**src/rtl/gpr_sb.sv**
```systemverilog
// gpr_sb: general-purpose register file with a per-register busy scoreboard.
//
// Three combinational read ports (Rx, Ry, Rz) each return a value and that
// register's busy flag. One writeback port (WB_*) stores data and clears the
// busy flag of its register. ISSUE marks Rz busy unless any addressed
// register is busy, in which case HAZARD is raised and nothing changes.
//
// Ports:
//   CLK, RST                    clock, asynchronous active-high reset
//   Rx, Ry, Rz     [ADDR_W]     read addresses (Rz is also the issue target)
//   ISSUE                       request to mark Rz busy
//   WB_EN, WB_ADDR, WB_DATA     writeback strobe, address, data
//   Rx/Ry/Rz_value [DATA_W]     read data
//   Rx/Ry/Rz_busy               scoreboard status of the addressed register
//   HAZARD                      the issue is rejected this cycle
module gpr_sb #(
  parameter int DATA_W  = 16,
  parameter int ADDR_W  = 4,
  parameter int ZERO_R0 = 0,
  parameter int BYPASS  = 1
) (
  input  logic              CLK,
  input  logic              RST,
  input  logic [ADDR_W-1:0] Rx,
  input  logic [ADDR_W-1:0] Ry,
  input  logic [ADDR_W-1:0] Rz,
  input  logic              ISSUE,
  input  logic              WB_EN,
  input  logic [ADDR_W-1:0] WB_ADDR,
  input  logic [DATA_W-1:0] WB_DATA,
  output logic [DATA_W-1:0] Rx_value,
  output logic [DATA_W-1:0] Ry_value,
  output logic [DATA_W-1:0] Rz_value,
  output logic              Rx_busy,
  output logic              Ry_busy,
  output logic              Rz_busy,
  output logic              HAZARD
);

  localparam int unsigned NUM_REGS = 2 ** ADDR_W;

  logic [DATA_W-1:0]   r_regs [NUM_REGS];
  logic [NUM_REGS-1:0] r_busy;

  logic [ADDR_W-1:0] w_ra  [3];
  logic [DATA_W-1:0] w_val [3];
  logic              w_bsy [3];
  logic              w_hazard;
  logic              w_wb_r0;
  logic              w_rz_r0;

  assign w_ra[0] = Rx;
  assign w_ra[1] = Ry;
  assign w_ra[2] = Rz;

  assign w_wb_r0 = (ZERO_R0 != 0) && (WB_ADDR == '0);
  assign w_rz_r0 = (ZERO_R0 != 0) && (Rz == '0);

  // Each port resolves independently: hardwired R0 first, then the
  // same-cycle writeback forward, then stored state.
  always_comb begin
    for (int unsigned p = 0; p < 3; p++) begin
      w_val[p] = '0;
      w_bsy[p] = 1'b0;
      if ((ZERO_R0 != 0) && (w_ra[p] == '0)) begin
        w_val[p] = '0;
        w_bsy[p] = 1'b0;
      end else if ((BYPASS != 0) && WB_EN && (WB_ADDR == w_ra[p])) begin
        w_val[p] = WB_DATA;
        w_bsy[p] = 1'b0;
      end else begin
        w_val[p] = r_regs[w_ra[p]];
        w_bsy[p] = r_busy[w_ra[p]];
      end
    end
  end

  assign Rx_value = w_val[0];
  assign Ry_value = w_val[1];
  assign Rz_value = w_val[2];
  assign Rx_busy  = w_bsy[0];
  assign Ry_busy  = w_bsy[1];
  assign Rz_busy  = w_bsy[2];

  assign w_hazard = ISSUE && (w_bsy[0] || w_bsy[1] || w_bsy[2]);
  assign HAZARD   = w_hazard;

  // The issue set is placed after the writeback clear so that an accepted
  // issue to the address being written back leaves the register busy.
  always_ff @(posedge CLK or posedge RST) begin
    if (RST) begin
      for (int unsigned i = 0; i < NUM_REGS; i++) begin
        r_regs[i] <= '0;
      end
      r_busy <= '0;
    end else begin
      if (WB_EN && !w_wb_r0) begin
        r_regs[WB_ADDR] <= WB_DATA;
        r_busy[WB_ADDR] <= 1'b0;
      end
      if (ISSUE && !w_hazard && !w_rz_r0) begin
        r_busy[Rz] <= 1'b1;
      end
    end
  end

endmodule

```
**config.mk**
```make
export PLATFORM = sky130hd
export DESIGN_NAME = gpr_sb
export DESIGN_NICKNAME = d
export VERILOG_FILES = /design/src/rtl/gpr_sb.sv
export SDC_FILE = /design/constraint.sdc
export NUM_CORES = 1
export LEC_CHECK = 0
export ABC_AREA = 0
export BUFFER_PORTS_ARGS = -buffer_cell sky130_fd_sc_hd__buf_4
export CAP_MARGIN = 0
export CORE_MARGIN = 5
export CORE_UTILIZATION = 50
export DETAILED_ROUTE_END_ITERATION = 7
export PLACE_DENSITY = 0.79
export SYNTH_ARGS = -nofsm -noshare
export SYNTH_HDL_FRONTEND = slang
export SYNTH_SLANG_ARGS = --single-unit
```
**constraint.sdc**
```tcl
create_clock -name CLK -period 8.35 [get_ports CLK]
set_clock_uncertainty 0.2 [all_clocks]
set_input_delay 0.835 -clock CLK [delete_from_list [all_inputs] [get_ports CLK]]
set_output_delay 0.835 -clock CLK [all_outputs]
set_load 0.05 [all_outputs]
```
==> impl_metrics.py <==
metrics = {
    "logic_synthesis": {
        "synth_seq_cells": 272,
        "synth_simple_gate_area_frac": 0.0210,
        "synth_area_leaders": "dfrtp_1 39%, mux4_2 33%, mux2_2 20%",
        "ys_seq_area_frac": 0.394,
        "yosysTopAreaCellShare": 0.394,
        "syn_avg_cell_area_um2": 16.1,
        "synthAdderAreaFrac": 0,
        "synth_top_family_by_area": "multiplexers",
        "syn_nets": 1108,
        "ys_warn_count": 0,
        "synth_area_mm2": 0.0173,
        "synthXorXnorAreaFrac": 0.00608,
        "synth_edf_count": 0,
        "yosys.area.top_type": "dfrtp_1",
        "ys_dominant_reg_cell": "dfrtp_1",
        "synth_compound_area_frac": 0.0151,
        "synth_cells": 1072,
        "synth_cell_type_count": 33,
        "postSynth.asyncResetShare": 1.00,
        "synth.area.mux_share": 0.529,
    },
    "sta": {
        "fin_crit_ns": 5.19,
        "setup_tns_ns": 0,
        "finalMaxSlewViolations": 0,
        "fin_ws_ns": 3.16,
        "setup_viol": 0,
        "fmax_mhz": 193,
        "rsz0062_at_grt": "no",
        "relSlewSlack": 0.248,
        "period_share": 0.621,
        "tightest_slew_ns": 1.12,
        "report.final.hold_viol_count": 0,
    },
    "final_layout": {
        "nets": 1129,
        "seqCellArea_mm2": 0.00681,
        "area_growth_pct": 11.5,
        "multiInputGateArea_mm2": 0.00991,
        "final_layout_size_suffix_gt1_frac": 0.675,
        "final_common_cell": "mux2_2",
        "fillers": 2649,
        "final_util": 0.561,
        "final_cell_mix": "308 x mux2_2, 272 x dfrtp_1, 251 x mux4_2, 115 x buf_4, 31 x clkbuf_16",
        "diodes": 0,
    },
    "worst_setup_path": {
        "cp.arrival_ns": 4.15,
        "r2r_start": "r_busy[11]",
        "crit_path_start_kind": "primary input",
        "crit_family": "buffers and inverters",
        "max_stage_delay_ns": 0.92,
        "cp-end-kind": "primary output",
        "startpoint": "Rz[0]",
        "worstPathCellList": "buf_4, buf_4, xor2_1, nor4_4, buf_4, a31oi_2, o21a_1, buf_4",
        "cp_max_fo": 37,
        "critical_path.most_common_cell": "buf_4",
        "critPathBufInv": 4,
        "worstPathRequired_ns": 7.32,
        "crit_slowest_cell": "a31oi_2",
        "crit_type": "in2out",
    },
    "drt": {
        "num_vias": 10900,
        "drc": 0,
        "vias_per_cell": 6.94,
        "drt_pass1_iterations": 7,
        "wl_um": 46400,
        "dr.first_iter.drc_count": 1218,
        "routedWlPerCell_um": 29.6,
        "ant_nets": 0,
    },
    "clock_tree": {
        "cts_setup_buffers": 0,
        "clock-sinks": 272,
        "cts_buffers": 30,
        "cts_resized": 0,
        "cts.hold.buffers_added": 0,
        "clk_path_buf_depth": 3,
        "htree_num_levels": 1,
        "cts_tree": "built",
        "path_clk_slew_ns": 0.06,
        "clk_latency_ns": 0.56,
        "root_buffer": "clkbuf_16",
    },
    "floorplanning": {
        "die_h_um": 196,
        "die_area_mm2": 0.0384,
        "start_util": 0.503,
        "ios": 88,
        "dieWidth_um": 196,
        "num_rows": 68,
        "core-area_mm2": 0.0344,
    },
    "global_routing": {
        "overflow": 0,
        "met1_usage": 0.345,
        "grt_max_degree": 179,
        "grt_antenna_before_repair": 0,
        "grt_pass1_vias": 11500,
        "grt_pass1_wl_um": 72000,
        "use_met2": 0.391,
        "busiest_layer": "met2",
        "grt.total_usage": 0.244,
        "use_met3": 0.0421,
    },
    "power": {
        "peakVddDrop_mv": 0.203,
        "p_leak_nw": 7.64,
        "pwr-share-clk": 0.280,
        "p_comb_frac": 0.344,
        "p_int_mw": 3.53,
        "power_switching_mw": 1.69,
        "p_sw_frac": 0.325,
        "p_per_area_mw_per_mm2": 271,
        "p_seq_frac": 0.376,
    },
    "place": {
        "gp_congestion": 0.846,
        "portBuffers": 87,
        "post-dp-hpwl_um": 26700,
        "place_ws_ns": 3.16,
    },
    "worst_hold_path": {
        "hold_start": "r_regs[12]",
        "hp-class": "reg2reg",
    },
    "run_status": {
        "status": "completed",
    },
    "run": {
        "maxCapViolations": 0,
    },
}
[kinds of logic (layout without fill, tap and decap cells)]
kind of cell,Yosys count,in the layout
mux,561,561
flops,272,272
simple gates,67,67
compound gates,31,31
xor+xnor,12,12
buf+inv,129,173
[per-stage QoR]
step	power [mW]	hold slack, ns	std cells	cell area (um2)
2_1_floorplan	3.32	0.277	1072	17300
3_3_place_gp	3.69	0.318	1516	18200
3_5_place_dp	3.76	0.332	1516	18200
4_1_cts	5.23	0.346	1571	19300
5_1_grt	5.44	0.366	1571	19300
6_report	5.22	0.347	1571	19300
[flip-flops by register name, summed over array words and instances (netlist names)]
signal and flops:
r_regs 256, r_busy 16
[worst paths after layout]
| check | slack, ns | endpoint | cells after the start |
|---|---|---|---|
| min in group asynchronous | 0.37 | r_regs[74] | 3 |
| max reg2reg | 5.99 | r_busy[10] | 4 |
| min reg2reg | 0.35 | r_regs[12] | 1 |
| max in group asynchronous | 6.33 | r_busy[15] | 4 |
| min | 0.35 | r_regs[12] | 1 |
| max | 3.16 | HAZARD | 8 |
[synthesized netlist by cell type, types with 2 or more instances]
master / instances
mux2_2: 308
nor4_4: 3
clkbuf_1: 41
o31ai_2: 8
o21ai_0: 10
nor3b_1: 3
nand2b_1: 5
o31ai_1: 7
or3_1: 2
nand3_1: 6
mux4_2: 251
xor2_1: 9
nor2_1: 15
buf_4: 4
buf_1: 32
buf_2: 44
nor2b_1: 3
buf_6: 6
nand3b_1: 2
dfrtp_1: 272
nand2_1: 26
inv_1: 2
xnor2_1: 3
[power by group through the flow]
stage / clock network [mW] / logic, mW / registers, mW
detailed placement: 0 / 1.80 / 1.96
CTS: 1.48 / 1.81 / 1.94
finish: 1.46 / 1.79 / 1.96
global placement: 0 / 1.76 / 1.93
global route: 1.54 / 1.90 / 2.00
floorplan: 0 / 1.45 / 1.86
[area by class of cell]
type,instances,share of cell area
Clock inverter,17,0.0128
Tap cell,455,0.0295
Multi-Input combinational cell,671,0.514
Clock buffer,38,0.0442
Timing Repair Buffer,116,0.0458
Inverter,2,0.000584
Sequential cell,272,0.353
[routing by layer]
metal / up-vias / share of wire
li1: 4346 / -
met1: 5869 / 0.39
met2: 565 / 0.48
met3: 125 / 0.089
met4: 0 / 0.040
met5: - / 0
Note: power is estimated with default switching activity, not from simulation.
